`src/rtl/rr_scheduler_pkg.sv`:
```
// rr_scheduler shared definitions
// sizes and FSM encoding for the scheduler slice
package rr_scheduler_pkg;

  localparam int NUM_PORTS = 4;
  localparam int DEST_W    = 2;
  localparam int WEIGHT_W  = 3;

  typedef enum logic [1:0] {
    IDLE  = 2'd0,
    GRANT = 2'd1,
    DRAIN = 2'd2
  } state_t;

endpackage

```
`src/rtl/rr_scheduler_if.sv`:
```
// rr_scheduler FIFO-side bundle
// master = scheduler, slave = FIFO fabric
interface rr_scheduler_if #(
  parameter int N = rr_scheduler_pkg::NUM_PORTS,
  parameter int W = rr_scheduler_pkg::WEIGHT_W
);

  localparam int DW = rr_scheduler_pkg::DEST_W;

  logic                 enable;
  logic [N-1:0]         empty_in;
  logic [N-1:0]         almost_full_out;
  logic [N*DW-1:0]      head_dest;
  logic [N*W-1:0]       weights;
  logic [N-1:0]         pop;
  logic [$clog2(N)-1:0] sel;
  logic [N-1:0]         push;
  logic                 busy;

  modport master (
    input  enable, empty_in, almost_full_out,
    input  head_dest, weights,
    output pop, sel, push, busy
  );

  modport slave (
    output enable, empty_in, almost_full_out,
    output head_dest, weights,
    input  pop, sel, push, busy
  );

endinterface

```
`src/rtl/rr_scheduler_pick.sv`:
```
// rr_priority_pick: rotating-priority first-eligible
// scan from ptr upward, wrapping modulo N
module rr_priority_pick #(
  parameter int N     = 4,
  parameter int IDX_W = $clog2(N)
) (
  input  logic [N-1:0]     eligible,
  input  logic [IDX_W-1:0] ptr,
  output logic [IDX_W-1:0] grant,
  output logic             valid
);

  logic [IDX_W-1:0] idx;

  // lowest offset from ptr wins, so scan offsets high to low
  always_comb begin
    grant = '0;
    valid = 1'b0;
    idx   = '0;
    for (int k = N - 1; k >= 0; k--) begin
      idx = IDX_W'(int'(ptr) + k);
      if (eligible[idx]) begin
        grant = idx;
        valid = 1'b1;
      end
    end
  end

endmodule

```
`src/rtl/rr_scheduler.sv`:
```
// rr_scheduler: weighted round-robin FIFO mover
// pops one input FIFO per cycle, pushes its dest next cycle
module rr_scheduler #(
  parameter int NUM_PORTS = rr_scheduler_pkg::NUM_PORTS,
  parameter int WEIGHT_W  = rr_scheduler_pkg::WEIGHT_W
) (
  input logic           clk,
  input logic           reset,
  rr_scheduler_if.master bus
);

  import rr_scheduler_pkg::*;

  localparam int IDX_W = $clog2(NUM_PORTS);

  state_t               state_q, state_n;
  logic [IDX_W-1:0]     ptr_q, ptr_n;
  logic [IDX_W-1:0]     gnt_idx;
  logic                 gnt_vld;
  logic [WEIGHT_W-1:0]  cnt_q, cnt_n;
  logic [WEIGHT_W-1:0]  w_g, run;
  logic [NUM_PORTS-1:0] elig;
  logic [NUM_PORTS-1:0] push_q, push_n;
  logic [DEST_W-1:0]    dst;

  // eligible: active, data present, destination has room
  always_comb begin
    elig = '0;
    dst  = '0;
    for (int i = 0; i < NUM_PORTS; i++) begin
      dst     = bus.head_dest[i*DEST_W +: DEST_W];
      elig[i] = bus.enable
              & ~bus.empty_in[i]
              & ~bus.almost_full_out[dst];
    end
  end

  rr_priority_pick #(
    .N     (NUM_PORTS),
    .IDX_W (IDX_W)
  ) u_pick (
    .eligible (elig),
    .ptr      (ptr_q),
    .grant    (gnt_idx),
    .valid    (gnt_vld)
  );

  // burst accounting; a grant away from ptr opens a new burst
  always_comb begin
    ptr_n  = ptr_q;
    cnt_n  = cnt_q;
    push_n = '0;
    w_g    = bus.weights[gnt_idx*WEIGHT_W +: WEIGHT_W];
    if (w_g == '0) w_g = WEIGHT_W'(1);
    run = (gnt_idx == ptr_q) ? cnt_q + WEIGHT_W'(1)
                             : WEIGHT_W'(1);
    if (gnt_vld) begin
      push_n[bus.head_dest[gnt_idx*DEST_W +: DEST_W]] = 1'b1;
      if (run >= w_g) begin
        ptr_n = gnt_idx + 1'b1;
        cnt_n = '0;
      end else begin
        ptr_n = gnt_idx;
        cnt_n = run;
      end
    end
  end

  // FSM next state
  always_comb begin
    state_n = state_q;
    unique case (state_q)
      IDLE:  if (gnt_vld) state_n = GRANT;
      GRANT: begin
        if (gnt_vld)          state_n = GRANT;
        else if (!bus.enable) state_n = DRAIN;
        else                  state_n = IDLE;
      end
      DRAIN:   state_n = IDLE;
      default: state_n = IDLE;
    endcase
  end

  // state, pointer, burst count and registered push
  always_ff @(posedge clk) begin
    if (reset) begin
      state_q <= IDLE;
      ptr_q   <= '0;
      cnt_q   <= '0;
      push_q  <= '0;
    end else begin
      state_q <= state_n;
      ptr_q   <= ptr_n;
      cnt_q   <= cnt_n;
      push_q  <= push_n;
    end
  end

  assign bus.pop  = (gnt_vld & ~reset)
                  ? (NUM_PORTS'(1) << gnt_idx) : '0;
  assign bus.sel  = (gnt_vld & ~reset) ? gnt_idx : '0;
  assign bus.push = reset ? '0 : push_q;
  assign bus.busy = ~reset
                  & ((state_q != IDLE) | (|push_q));

endmodule
```
`src/flat_wrapper.sv`:
```
// flat-port wrapper written by rule: the top's interface ports become plain ports
module rr_scheduler_flat import rr_scheduler_pkg::*;
#(
  parameter int NUM_PORTS = rr_scheduler_pkg::NUM_PORTS,
  parameter int WEIGHT_W  = rr_scheduler_pkg::WEIGHT_W
)
  (clk, reset, bus_enable, bus_empty_in, bus_almost_full_out, bus_head_dest, bus_weights, bus_pop, bus_sel, bus_push, bus_busy);
  rr_scheduler_if bus_i ();
  input logic clk;
  input logic reset;
  input wire logic [$bits(bus_i.enable)-1:0] bus_enable;
  input wire logic [$bits(bus_i.empty_in)-1:0] bus_empty_in;
  input wire logic [$bits(bus_i.almost_full_out)-1:0] bus_almost_full_out;
  input wire logic [$bits(bus_i.head_dest)-1:0] bus_head_dest;
  input wire logic [$bits(bus_i.weights)-1:0] bus_weights;
  output wire logic [$bits(bus_i.pop)-1:0] bus_pop;
  output wire logic [$bits(bus_i.sel)-1:0] bus_sel;
  output wire logic [$bits(bus_i.push)-1:0] bus_push;
  output wire logic [$bits(bus_i.busy)-1:0] bus_busy;
  assign bus_i.enable = bus_enable;
  assign bus_i.empty_in = bus_empty_in;
  assign bus_i.almost_full_out = bus_almost_full_out;
  assign bus_i.head_dest = bus_head_dest;
  assign bus_i.weights = bus_weights;
  assign bus_pop = bus_i.pop;
  assign bus_sel = bus_i.sel;
  assign bus_push = bus_i.push;
  assign bus_busy = bus_i.busy;
  rr_scheduler #(.NUM_PORTS(NUM_PORTS), .WEIGHT_W(WEIGHT_W)) u_core (.clk(clk), .reset(reset), .bus(bus_i));
endmodule
```
`config.mk`:
```
export PLATFORM = sky130hd
export DESIGN_NAME = rr_scheduler_flat
export DESIGN_NICKNAME = d
export VERILOG_FILES = /design/src/rtl/rr_scheduler_pkg.sv /design/src/rtl/rr_scheduler_if.sv /design/src/rtl/rr_scheduler_pick.sv /design/src/rtl/rr_scheduler.sv /design/src/flat_wrapper.sv
export SDC_FILE = /design/constraint.sdc
export NUM_CORES = 1
export LEC_CHECK = 0
export CAP_MARGIN = 5
export CORE_ASPECT_RATIO = 0.8
export CORE_MARGIN = 8
export CORE_UTILIZATION = 30
export DETAILED_ROUTE_END_ITERATION = 6
export SYNTH_ARGS = -nofsm -noshare
export SYNTH_HDL_FRONTEND = slang
export SYNTH_HIERARCHICAL = 1
export SYNTH_SLANG_ARGS = --single-unit
export TNS_END_PERCENT = 1
```
`constraint.sdc`:
```
create_clock -name clk -period 6.8 [get_ports clk]
set_clock_uncertainty 0.05 [all_clocks]
set_input_delay 2.04 -clock clk [delete_from_list [all_inputs] [get_ports clk]]
set_output_delay 2.04 -clock clk [all_outputs]
set_load 0.1 [all_outputs]
```
==> results of run 1 <==
[state kept, by name, summed over array words and instances, names as in the netlist]
register	cells
u_core/cnt_q	3
u_core/ptr_q	2
u_core/push_q	4
u_core/state_q	2
[logic make-up (layout without fill, tap and decap cells)]
kind of cell               count (synthesis)  after routing  share of synthesized area
muxes                                     15             15                      0.222
and+or+nand+nor                           50             50                      0.262
buffers and inverters                      9             57                     0.0412
adders and majority gates                  8              8                     0.0969
xor gates and xnor gates                   3              3                     0.0254
DFF                                       11             11                      0.213
AOI/OAI and AO/OA                         18             18                      0.140
[layout by cell type (no fill, tap or decap), types with 2 or more instances in the layout]
cell,n
xnor2_1,3
buf_12,6
nand2b_1,8
mux4_1,3
a21oi_1,5
nor2_2,2
mux2_2,4
nor2_1,13
and2_1,6
buf_4,11
and3_1,3
ha_1,8
nand2_1,4
mux2i_1,6
a2111oi_1,2
clkbuf_8,3
inv_1,5
nor3_1,2
dfxtp_1,11
a2111oi_0,2
a211oi_2,2
clkdlybuf4s50_1,30
nor2b_1,7
mux4_2,2
[power by group]
part / leakage (nW) / total, mW / internal [mW] / switching [mW]
registers: 0.0898 / 0.0766 / 0.0704 / 0.00618
logic: 0.558 / 0.138 / 0.0648 / 0.0732
clock network: 0.0255 / 0.0654 / 0.0403 / 0.0251
total: 0.673 / 0.280 / 0.175 / 0.104
[worst min-delay path, cell delays in order (launching register included)]
cell     delay [ns]
dfxtp_1        0.31
nand2_1        0.05
nor3_1         0.04
[per-stage QoR]
step / hold slack [ns] / setup WS [ns] / util / total power, mW / area (sq um)
after CTS: 0.387 / 0.0535 / 0.480 / 0.281 / 1620
after global routing: 0.417 / -0.0715 / 0.484 / 0.299 / 1640
after detailed placement: 0.383 / 0.0538 / 0.467 / 0.214 / 1580
final: 0.387 / 0.100 / 0.484 / 0.280 / 1640
after global placement: 0.371 / 0.138 / 0.467 / 0.210 / 1580
after floorplan: 0.363 / -0.235 / - / 0.166 / 1040
[worst paths after layout]
| kind | from | endpoint | cells past startpoint |
|---|---|---|---|
| max | bus_head_dest[6] | bus_pop[2] | 10 |
| min | u_core/state_q[0] | u_core/state_q[1] | 2 |
| max reg2reg | u_core/ptr_q[1] | u_core/ptr_q[1] | 10 |
| min reg2reg | u_core/state_q[0] | u_core/state_q[1] | 2 |
[area by class of cell]
class,instances,share of cell area
multi-input combinational,94,0.479
clock buffer,3,0.0252
clock inverter,1,0.00306
sequential,11,0.135
timing repair buffer,48,0.314
tap,42,0.0321
inverter,5,0.0115
[routing by layer]
layer	routed length, microns	up-vias	track usage
li1	-	509	-
met1	1310	479	0.124
met2	1440	31	0.186
met3	208	4	0.0479
met4	23	0	0.0262
met5	0	-	0
[what timing repair did]
item,4_1_cts,5_1_grt
setup endpoints to repair,0,5
resized for setup,0,5
hold buffers,0,0
buffers inserted,0,0
==> results by group, run 1 <==
Final layout
  – Fin cells: 204
  – Fillers: 310
  – Synthesis-to-layout area growth: 58.2%
  – Multi-input gate area: between 700 and 800 sq um
  – Register area: 220 sq um
  – Layout cells sized above 1: 0.210
  – Nets: 202
  – N_diodes: 0

Die
  – Die Width: 81.6 microns
  – Die height: ~68 microns
  – Core footprint: 3380 sq um
  – FP Rows: 19
  – Num ports: 42
  – Die area: roughly 5600 sq um
  – Starting density of the core: 0.306

Setup path
  – Worst path arrival time: roughly 4.6 ns
  – Crit-path slowest cell: clkdlybuf4s50_1
  – Worst stage delay on the critical path: ~0.54 ns
  – Critical Setup Path Class: primary input to output pin
  – Element type at the critical path start: primary input
  – Type of destination of the critical path: output pin
  – Worst-path maximum fanout: 4
  – Buf+Inv Stages, Crit Path: 4
  – Crit-path cells: clkdlybuf4s50_1, mux2_2, a2111oi_1, buf_4, mux2i_1, a211oi_2, inv_1, ha_1, and2_1, buf_12
  – Critical Path RT: about 4.7 ns
  – Flop2flop setup slack: roughly 3.7 ns
  – Largest delay contributor family on the critical path: buffers and inverters

Global routing
  – Initial antenna violation count: 0
  – Tot GR Track Use: 0.109
  – Vias in the first global route: approximately 1.1k
  – Gr ovfl total: 0
  – Largest net degree at the start of global routing: 14
  – First-pass GRT wire length: 4750 microns

Yosys
  – Post-synth EDFFs: 0
  – Top-count cell post-synth: nor2_1
  – Syn_area_per_cell: 9.07 sq um
  – Top cell type's share of synthesized area: 0.213
  – Part of the Yosys area used for sequential elements: 0.213
  – Mapped cell area: 1030 sq um
  – Flops & latches, synth: 11
  – Synth Net Count: 153
  – Ys Warns: 6
  – Ys flop type: dfxtp_1
  – Cells after Synth: 114
  – Count of different cell masters after synthesis: 33
  – Synth top cells by count: 15 x nor2_1, 11 x dfxtp_1, 8 x ha_1, 8 x nand2b_1, 7 x nor2b_1
  – Synth area leaders: dfxtp_1 21%, ha_1 9.7%, mux4_1 7.6%, mux2i_1 5.8%, nor2_1 5.4%
  – Post-synth ARST share: 0
  – Synth area leader: dfxtp_1

Place
  – Dpl hpwl: 2520 microns
  – RePlAce Congestion: between 0.8 and 0.9
  – Placed Instances: 200
  – Port buffer count: 41

Drt
  – 1st-iter DRT viols: 27
  – Post-route ant nets: 0
  – WL final: 2980 microns
  – Via/cell ratio: 5.01
  – TritonRoute pass-1 iters: 4
  – DR WL/cell: between 10 and 15 microns
  – DRC Markers: 0
  – Via count: 1,023

Clocking
  – CTS tree: done
  – CTS max path bufs: 2
  – CTS clk-pin slew, worst paths: about 0.050 ns
  – Clock root buffer: clkbuf_8
  – CTS buffer count: 3
  – Clock Latency Late Sink: about 0.24 ns
  – CTS H-Tree Depth: 1
  – Clock sink count: 11

Timing
  – RSZ-0062 raised after global routing: yes
  – Final hold vios: 0
  – # setup viols final: 0
  – Worst-Margin Slew: 0.449 ns
  – Rel. slew slack: 0.700
  – Min cycle time layout: 6.70 ns
  – Slew Limit Fails: 0
  – Sum Neg Setup Slack: 0 ns
  – Final worst-path cycle share: 0.985
  – Max Freq: about 150 MHz

Power and ir drop
  – Leakage power total: 0.673 nW
  – Pwr Density: 171 nW/um^2
  – Peak supply drop: 0.0000684 V

Run
  – Max_cap viols: 0

Worst hold path
  – Worst hold path class: register to register

Status
  – Status: finished, final reports clean
Power figures use the tool's default switching activity.
==> run 2, diff against run 1 <==
--- a/config.mk
+++ b/config.mk
@@ -10,6 +10,8 @@
 export CORE_MARGIN = 8
 export CORE_UTILIZATION = 30
 export DETAILED_ROUTE_END_ITERATION = 6
+export PLACE_DENSITY = 0.65
+export SLEW_MARGIN = 20
 export SYNTH_ARGS = -nofsm -noshare
 export SYNTH_HDL_FRONTEND = slang
 export SYNTH_HIERARCHICAL = 1
==> results by group, run 2 (same netlist as run 1, synthesis figures left out) <==
Status
  – Status: finished, final reports clean

Clocking
  – Clock root buffer: clkbuf_8
  – CTS buffer count: 3 (unchanged)
  – Clock sink count: 11 (unchanged)
  – CTS clk-pin slew, worst paths: 0.05 ns (about the same)
  – CTS Hold Bufs: 0 (unchanged)
  – CTS max path bufs: 2 (unchanged)
  – CTS tree: done
  – CTS H-Tree Depth: 1 (unchanged)
  – Clock Latency Late Sink: 0.23 ns (about the same)

Timing
  – Final hold vios: 0 (unchanged)
  – Slew Limit Fails: 0 (unchanged)
  – RSZ-0062 raised after global routing: no
  – Rel. slew slack: 0.712 (+0.0123)
  – Final worst-path cycle share: 0.989 (+0.00396)
  – Worst-Margin Slew: 0.431 ns (-0.0184 ns)
  – # setup viols final: 0 (unchanged)
  – Min cycle time layout: 6.73 ns (+0.0269 ns)
  – Max Freq: 149 MHz (-0.40%)

Setup path
  – Worst-path maximum fanout: 6 (+2)
  – Critical Path Start: bus_head_dest[4]
  – Element type at the critical path start: primary input
  – Critical Path RT: 4.71 ns (about the same)
  – Reg2Reg Launch Point: u_core/ptr_q[1]
  – Critical Setup Path Class: primary input to output pin
  – Type of destination of the critical path: output pin
  – Worst path arrival time: 4.64 ns (+0.03 ns)

Final layout
  – Largest Register: u_core/push_q
  – Top flop regs: u_core/push_q (4), u_core/cnt_q (3)
  – Most frequent cells in the layout: 30 x clkdlybuf4s50_1, 14 x buf_4, 13 x nor2_1
  – Fin area: 1650 sq um (+0.76%)
  – Synthesis-to-layout area growth: 59.4%
  – Commonest non-fill, non-tap cell in the layout: clkdlybuf4s50_1
  – Max reg flops: 4 (unchanged)
  – Nets: 204 (+0.99%)
  – Fillers: 330 (+6.5%)
  – Layout cells sized above 1: 0.220 (+0.00964)
  – N_diodes: 0 (unchanged)

Place
  – Port buffer count: 41 (unchanged)
  – RePlAce Congestion: 0.798 (-4.9%)
  – Dpl hpwl: 2440 microns (-3.0%)
  – Placed Area: 1580 sq um (+0.48%)

Power and ir drop
  – Pwr Density: 169 nW/um^2 (-1.3%)
  – Overall power: 0.278 mW (-0.57%)
  – Sequential Power Share: 0.274 (about the same)
  – Peak supply drop: 0.0000610 V (-11%)
  – Clock share of power: 0.229 (-0.005)
  – Psw: 0.102 mW (-2.6%)
  – Net Sw Frac: 0.366 (-0.00743)
  – Leakage power total: 0.683 nW (+1.4%)
  – Comb pwr share: 0.496 (+0.003)
  – Total internal power: 0.177 mW (+0.61%)

Drt
  – Via/cell ratio: 5.01 (about the same)
  – DRC Markers: 0 (unchanged)
  – 1st-iter DRT viols: 34 (+26%)
  – DR WL/cell: 14.0 microns (-4.0%)
  – TritonRoute pass-1 iters: 5 (+1)
  – WL final: 2890 microns (-3.0%)
  – Post-route ant nets: 0 (unchanged)
  – Via count: 1,032 (+0.88%)

Global routing
  – First-pass GRT wire length: 4630 microns (-2.6%)
  – Vias in the first global route: 1,148 (+7.9%)
  – Tot GR Track Use: 0.104 (-0.00518)
  – Initial antenna violation count: 0 (unchanged)
  – Largest net degree at the start of global routing: 14 (unchanged)
  – Gr ovfl total: 0 (unchanged)

Die
  – Die height: 68.5 microns (unchanged)
  – Starting density of the core: 0.306 (unchanged)
  – Die Width: 81.6 microns (unchanged)
  – FP Rows: 19 (unchanged)
  – Core footprint: 3380 sq um (unchanged)
  – Num ports: 42 (unchanged)
  – Die area: 5590 sq um (unchanged)

Run
  – Max_cap viols: 0 (unchanged)

Worst hold path
  – Hold path start: u_core/state_q[0]
  – Worst hold path class: register to register
-- run 2: changes by cell type in the layout (fill, tap and decap cells not counted) --
cell | previous run | this run
a211oi_1 | 1 | 2
a2111oi_0 | 2 | 1
buf_4 | 11 | 14
buf_6 | 1 | 0
a211oi_2 | 2 | 1
a2111oi_2 | 0 | 1
-- run 2: path summary, 6_finish.rpt --
| path | slack, ns | to | depth (start not counted) |
|---|---|---|---|
| worst max-delay path | 0.07 | bus_pop[3] | 11 |
| worst min-delay path | 0.41 | u_core/state_q[1] | 2 |
| worst max register to register | 3.70 | u_core/ptr_q[1] | 11 |
| worst min register to register | 0.41 | u_core/state_q[1] | 2 |
-- run 2: routing by layer --
metal / GRT usage / up-vias / wire length (microns)
met4: 0.0262 / 0 / 16
met3: 0.0415 / 2 / 193
met1: 0.103 / 490 / 1240
met5: 0 / - / 0
met2: 0.199 / 28 / 1440
li1: - / 512 / -
-- run 2: cell type report --
cell class / instances / area [sq um] / area share
Multi-Input combinational cell: 94 / 785 / 0.476
Timing Repair Buffer: 50 / 526 / 0.319
Sequential cell: 11 / 220 / 0.134
Tap cell: 42 / 52.6 / 0.0319
Clock buffer: 3 / 41.3 / 0.0251
Inverter: 5 / 18.8 / 0.0114
Clock inverter: 1 / 5.00 / 0.00304
-- run 2: power by group through the flow --
stage | Clock, mW | Sequential [mW] | Combinational (mW)
after floorplan | 0 | 0.0759 | 0.0903
after global placement | 0 | 0.0770 | 0.133
after detailed placement | 0 | 0.0775 | 0.137
after CTS | 0.0652 | 0.0761 | 0.137
after global routing | 0.0682 | 0.0769 | 0.150
final | 0.0638 | 0.0763 | 0.138
-- run 2: what timing repair did --
item                       in CTS  in global routing
resized for setup               1                  4
cloned                          0                  0
pin swaps                       0                  1
setup endpoints to repair       4                  4
buffers inserted                0                  1
-- run 2: critical path, stage by stage --
cell	delay [ns]
clkdlybuf4s50_1	0.52
mux2_2	0.36
a2111oi_1	0.47
buf_4	0.21
nand2b_1	0.07
a21oi_1	0.19
a211oi_2	0.07
buf_4	0.18
ha_1	0.19
and2_1	0.17
buf_12	0.17
-- run 2: stage by stage --
stage	hold slack [ns]	utilization	cells	setup TNS, ns	setup slack [ns]
after floorplan	0.363	-	114	-0.235	-0.235
after global placement	0.372	0.469	201	0	0.0698
after detailed placement	0.392	0.469	201	-0.0126	-0.0106
after CTS	0.398	0.483	205	0	0.0175
after global routing	0.443	0.488	206	0	0.00929
final	0.406	0.488	206	0	0.0734
